<file path="src/rtl/serial_magnitude_comparator.sv">
// rtl/serial_magnitude_comparator.sv - MSB-first digit-serial magnitude comparator
// Unsigned or two's-complement compare with start/busy/done handshake and early exit.
module serial_magnitude_comparator #(
    parameter int WIDTH = 16,
    parameter int DIGIT = 4
) (
    input  logic             clk,
    input  logic             rst,
    input  logic             start,
    input  logic             signed_mode,
    input  logic [WIDTH-1:0] a,
    input  logic [WIDTH-1:0] b,
    output logic             busy,
    output logic             done,
    output logic             a_bigger,
    output logic             b_bigger,
    output logic             equals
);
    localparam int NDIG = WIDTH / DIGIT;
    localparam int CW   = (NDIG > 1) ? $clog2(NDIG) : 1;
    localparam logic [CW-1:0] LAST = CW'(NDIG - 1);

    generate
        if ((DIGIT < 1) || (DIGIT > WIDTH) || ((WIDTH % DIGIT) != 0)) begin : g_bad_param
            $error("serial_magnitude_comparator: WIDTH must be a multiple of DIGIT");
        end
    endgenerate

    typedef enum logic {S_IDLE, S_SCAN} state_t;

    state_t           state_q;
    logic [WIDTH-1:0] opa_q, opb_q;
    logic [CW-1:0]    cnt_q;
    logic             busy_q, done_q, agt_q, bgt_q, eq_q;

    logic [WIDTH-1:0] msb_flip_d;
    logic [DIGIT-1:0] dig_a_d, dig_b_d;

    // Offset-binary mapping: flipping both sign bits turns a signed compare into an unsigned one.
    always_comb begin
        msb_flip_d            = '0;
        msb_flip_d[WIDTH-1]   = signed_mode;
        dig_a_d               = opa_q[WIDTH-1 -: DIGIT];
        dig_b_d               = opb_q[WIDTH-1 -: DIGIT];
    end

    always_ff @(posedge clk) begin
        if (rst) begin
            state_q <= S_IDLE;
            opa_q   <= '0;
            opb_q   <= '0;
            cnt_q   <= '0;
            busy_q  <= 1'b0;
            done_q  <= 1'b0;
            agt_q   <= 1'b0;
            bgt_q   <= 1'b0;
            eq_q    <= 1'b0;
        end else begin
            done_q <= 1'b0;
            case (state_q)
                S_IDLE: begin
                    if (start) begin
                        opa_q   <= a ^ msb_flip_d;
                        opb_q   <= b ^ msb_flip_d;
                        cnt_q   <= '0;
                        agt_q   <= 1'b0;
                        bgt_q   <= 1'b0;
                        eq_q    <= 1'b0;
                        busy_q  <= 1'b1;
                        state_q <= S_SCAN;
                    end
                end
                S_SCAN: begin
                    if (dig_a_d != dig_b_d) begin
                        agt_q   <= (dig_a_d > dig_b_d);
                        bgt_q   <= (dig_a_d < dig_b_d);
                        done_q  <= 1'b1;
                        busy_q  <= 1'b0;
                        state_q <= S_IDLE;
                    end else if (cnt_q == LAST) begin
                        eq_q    <= 1'b1;
                        done_q  <= 1'b1;
                        busy_q  <= 1'b0;
                        state_q <= S_IDLE;
                    end else begin
                        opa_q <= opa_q << DIGIT;
                        opb_q <= opb_q << DIGIT;
                        cnt_q <= cnt_q + CW'(1);
                    end
                end
                default: begin
                    state_q <= S_IDLE;
                    busy_q  <= 1'b0;
                end
            endcase
        end
    end

    assign busy     = busy_q;
    assign done     = done_q;
    assign a_bigger = agt_q;
    assign b_bigger = bgt_q;
    assign equals   = eq_q;
endmodule

</file>
<file path="config.mk">
export PLATFORM = sky130hd
export DESIGN_NAME = serial_magnitude_comparator
export DESIGN_NICKNAME = d
export VERILOG_FILES = /design/src/rtl/serial_magnitude_comparator.sv
export SDC_FILE = /design/constraint.sdc
export NUM_CORES = 1
export LEC_CHECK = 0
export CORE_MARGIN = 4
export CORE_UTILIZATION = 35
export DETAILED_ROUTE_END_ITERATION = 10
export DONT_BUFFER_PORTS = 1
export PLACE_DENSITY = 0.54
export SLEW_MARGIN = 10
export SYNTH_ARGS = -nofsm -noshare
export SYNTH_HDL_FRONTEND = slang
export SYNTH_SLANG_ARGS = --single-unit
</file>
<file path="constraint.sdc">
create_clock -name clk -period 2.4 [get_ports clk]
set_clock_uncertainty 0.1 [all_clocks]
set_input_delay 0.48 -clock clk [delete_from_list [all_inputs] [get_ports clk]]
set_output_delay 0.48 -clock clk [all_outputs]
set_load 0.02 [all_outputs]
</file>
**Yosys cells after proc, flatten, opt, wreduce, memory -nomap -nowiden**

Cells that the tools add are included.
Widths: inputs -> output; s select.

- Register bits: 40
- Bits of input ports: 36
- Logic and storage cells: 58
- Output and inout bits: 5

- $lt $le $gt $ge: 2
- Equal/unequal tests: 8
- Reduce and logical (&&, ||, !) cells: 5
- Muxes and demuxes: 30
- Bitwise logic cells: 3
- Add/subtract/negate cells: 1

Operators by type and width:

| kind | number |
|---|---|
| $mux 16 | 6 |
| $pmux 16 s2 | 2 |
| $xor 16x16->16 | 2 |
| $mux 1 | 13 |
| $pmux 1 s2 | 5 |
| $mux 2 | 3 |
| $ne 2x2->1 const B | 3 |
| $reduce_and 3->1 | 2 |
| $gt 4x4->1 | 1 |
| $lt 4x4->1 | 1 |
| $ne 2x1->1 const B | 2 |
| $ne 4x4->1 | 1 |
| $pmux 2 s2 | 1 |
| $reduce_and 2->1 | 2 |
| $ne 3x1->1 const B | 1 |
| $add 2x1->2 const B | 1 |
| $eq 2x2->1 const B | 1 |
| $reduce_or 2->1 | 1 |
| $not 1->1 | 1 |

**Depth between registers and ports, before layout**

- Depth after elaboration: 4
- Mapped depth: 8
- Mapped depth without buffers: 6

**Worst setup path after synthesis**

Ideal clock, no wire load.

- Path kind: flip-flop to flip-flop
- From: register opb_q[15]
- To: register cnt_q[1]
- Cell stages (with the launch flop): 8
- Setup time: 0.128 ns
- Required time: 2.172 ns
- Period minus slack after synthesis: 1.641 ns
- Arrival: 1.414 ns
- Buffers on the path: 1
- Setup slack: 0.759 ns
- Path through: dfxtp_1 > inv_1 > ha_1 > nand4_4 > or2_1 > buf_2 > a31oi_1 > nor2_1

- Cells in the longest elaborated chain, start to end: 3

RTL lines:

| item | RTL line | source |
|---|---|---|
| start: declaration | 32 | `logic [WIDTH-1:0] opa_q, opb_q;` |
| start signal: assignment | 64 | `opb_q <= b ^ msb_flip_d;` |
| start signal: assignment | 87 | `opb_q <= opb_q << DIGIT;` |
| $ne 4x4->1 | 74 | `if (dig_a_d != dig_b_d) begin` |
| $ne 2x2->1 (no line) | -- |  |
| $reduce_and 3->1 (no line) | -- |  |
| end signal: assignment | 88 | `cnt_q <= cnt_q + CW'(1);` |
| end: declaration | 33 | `logic [CW-1:0] cnt_q;` |

No other way between the ends.
A chain may end at the register's enable or synchronous reset.

**Worst setup path after layout**

- From: register opb_q[15]
- To: register cnt_q[0]

The elaborated chain is that of the path after synthesis.

==> results.sh <==
export IMPL_status="complete, no violations"
export IMPL_syn_nets=240
export IMPL_hold_violations=0
export IMPL_totalPowerFinal_mw=1.57
export IMPL_row_count=26
export IMPL_core_area_um2=5240
export IMPL_n_fill_cell=525
export IMPL_drtIter0Drc=64
export IMPL_rsz0062_at_grt="false"
export IMPL_cap_viol_max_count=0
export IMPL_setup_viol=0
export IMPL_cts_tree="built"
export IMPL_drc=0
export IMPL_routed_via_count=1323
export IMPL_maxSlewViolCount=0
export IMPL_antenna_found_initial=0
export IMPL_multi_input_area_um2=1010
export IMPL_crit_required_ns=2.53
export IMPL_ys_types=29
export IMPL_power_leakage_nw=0.719
export IMPL_finalCritPeriodShare=0.761
export IMPL_cp_arrival_ns=1.95
export IMPL_drive_gt1_frac=0.186
export IMPL_setup_tns_ns=0
export IMPL_io_buffers=0
export IMPL_io_pins=41
export IMPL_min_from="rst"
export IMPL_crit_path_start_kind="flip-flop"
export IMPL_syn_avg_cell_area_um2=9.73
export IMPL_tightest_slew_ns=0.708
export IMPL_dieArea_um2=6780
export IMPL_hold_path_class="input port to flip-flop"
export IMPL_critPathKind="flip-flop to flip-flop"
export IMPL_gp_congestion=0.688
export IMPL_grt_pass1_vias=1206
export IMPL_ys_ff_latch=40
export IMPL_peakVddDrop_uv=333
export IMPL_cpMaxStageDelayCell="or2_1"
export IMPL_ctsHoldBuffers=0
export IMPL_fin_util=0.393
export IMPL_ys_warn_count=0
export IMPL_wire_per_inst_um=15.0
export IMPL_slowest_delay_ns=0.41
export IMPL_overflow=0
export IMPL_maxSlewHeadroom=0.527
export IMPL_crit_path_end_kind="flip-flop"
export IMPL_startpoint="opb_q[15]"
export IMPL_grt_use_total=0.121
export IMPL_grt_max_degree=43
export IMPL_die_h_um=82.4
export IMPL_path_clk_slew_ns=0.08
export IMPL_clockRootBuffer="clkbuf_8"
export IMPL_max_clock_freq_ghz=0.547
export IMPL_dp_cells=256
export IMPL_fin_crit_ns=1.83
export IMPL_seqCellArea_um2=801
export IMPL_start_util=0.370
export IMPL_grt_pass1_wl_um=6090
export IMPL_routed_wl_um=3950
export IMPL_cts_max_level=2
export IMPL_fin_nets=234
export IMPL_clock_sinks=40
export IMPL_diodes=0
export IMPL_final_cell_count_no_fill=264
export IMPL_area_delta_synth_final_pct=6.33
export IMPL_yosysSeqAreaShare=0.414
export IMPL_syn_area_um2=1940
export IMPL_cts_inserted_buffers=5
export IMPL_clkLatencyLatePin_ns=0.29
export IMPL_rr_startpoint="opb_q[15]"
export IMPL_viasPerCell=5.01
export IMPL_post_cts_setup_buffers=0
export IMPL_cp_max_fo=11
export IMPL_detail_route_antenna_nets=0
export IMPL_synthCells=199
export IMPL_drtPass1Iterations=4
export IMPL_dp_final_hpwl_um=2770
export IMPL_worstPathCellList="inv_1 -> ha_1 -> nand4_4 -> or2_1 -> mux2_2 -> nor2_1"
export IMPL_clockBufferDepth=2
export IMPL_p_per_area_nw_per_um2=761
export IMPL_die_width_um=82.4
export IMPL_cts_resized_gates=0
report_power, final:
part / leakage, nW / internal [mW] / total, mW / switching, mW
registers: 0.330 / 0.732 / 0.778 / 0.0456
logic: 0.344 / 0.143 / 0.328 / 0.184
clock network: 0.0455 / 0.235 / 0.461 / 0.227
cell usage in the layout, fill, tap and decap left out:
cell,n
a211oi_2,22
a21oi_1,12
a31oi_1,2
and2_1,1
buf_12,1
buf_4,3
clkbuf_1,2
clkbuf_8,6
dfxtp_1,40
ha_1,5
inv_1,6
mux2_2,1
mux2i_1,22
nand2_1,11
nand2b_1,2
nand2b_2,1
nand3_1,10
nand3b_1,2
nand4_4,1
nor2_1,28
nor2b_1,2
nor3_1,3
o211a_1,1
o211ai_1,1
o21ai_0,4
o21ai_4,1
o31ai_1,1
or2_1,1
xnor2_1,2
synthesized netlist by cell type (all sizes together):
cell	count	area [um2]
mux2	1	11.3
nor2b	2	12.5
inv	6	22.5
o31ai	1	7.51
mux2i	22	220
or2	1	6.26
o21ai	5	36.3
dfxtp	40	801
a211oi	22	275
clkbuf	7	26.3
o211a	1	10.0
nand4	1	21.3
nand2	11	41.3
a31oi	2	12.5
nand3	10	50.1
a21oi	12	60.1
xnor2	2	17.5
nor3	3	15.0
o211ai	1	7.51
nand2b	3	21.3
and2	1	6.26
nand3b	2	15.0
ha	5	62.6
nor2	28	105
buf	10	71.3
metrics by stage:
stage | hold slack [ns] | cell area, um2 | setup slack [ns]
2_1_floorplan | 0.343 | 1940 | 0.759
3_3_place_gp | 0.351 | 1970 | 0.643
3_5_place_dp | 0.351 | 1970 | 0.602
4_1_cts | 0.139 | 2060 | 0.579
5_1_grt | 0.126 | 2060 | 0.429
6_report | 0.145 | 2060 | 0.574
cell type report:
class	count	area share
Clock buffer	8	0.0438
Multi-Input combinational cell	136	0.493
Timing Repair Buffer	4	0.0207
Sequential cell	40	0.389
Inverter	6	0.0109
Tap cell	70	0.0426
critical path: cells and delay by family (launching register included):
family | cells | cell delay, ns
and+or+nand+nor | 3 | 0.64
adders and majority gates | 1 | 0.35
muxes | 1 | 0.32
DFF | 1 | 0.31
buffers and inverters | 1 | 0.05
logic make-up after synthesis:
| logic type | after synthesis | share of synthesized area |
|---|---|---|
| and+or+nand+nor | 62 | 0.152 |
| adders and majority gates | 5 | 0.0323 |
| AOI/OAI and AO/OA | 44 | 0.211 |
| muxes | 23 | 0.120 |
| xor gates and xnor gates | 2 | 0.00905 |
| DFF | 40 | 0.414 |
| buffers and inverters | 23 | 0.0621 |
registers in the layout (all words and copies together) (netlist names):
| register | count |
|---|---|
| opa_q | 16 |
| busy | 1 |
| b_bigger | 1 |
| cnt_q | 2 |
| done | 1 |
| a_bigger | 1 |
| equals | 1 |
| opb_q | 16 |
| state_q | 1 |
path summary, 6_finish.rpt:
check                           slack [ns]  depth (start not counted)        to
worst min-delay path                  0.15                          1  opa_q[7]
worst max register to register        0.57                          6  cnt_q[0]
worst min register to register        0.36                          2  opa_q[1]
worst max-delay path                  0.57                          6  cnt_q[0]
routing by layer:
metal  part of all wire  GRT usage  vias to the layer above
met1               0.52      0.184                      603
met5                  0          0                        -
met2               0.40      0.153                       30
met3              0.068     0.0390                        5
met4              0.012     0.0449                        0
li1                   -          -                      685
(Power assumes the default switching activity.)
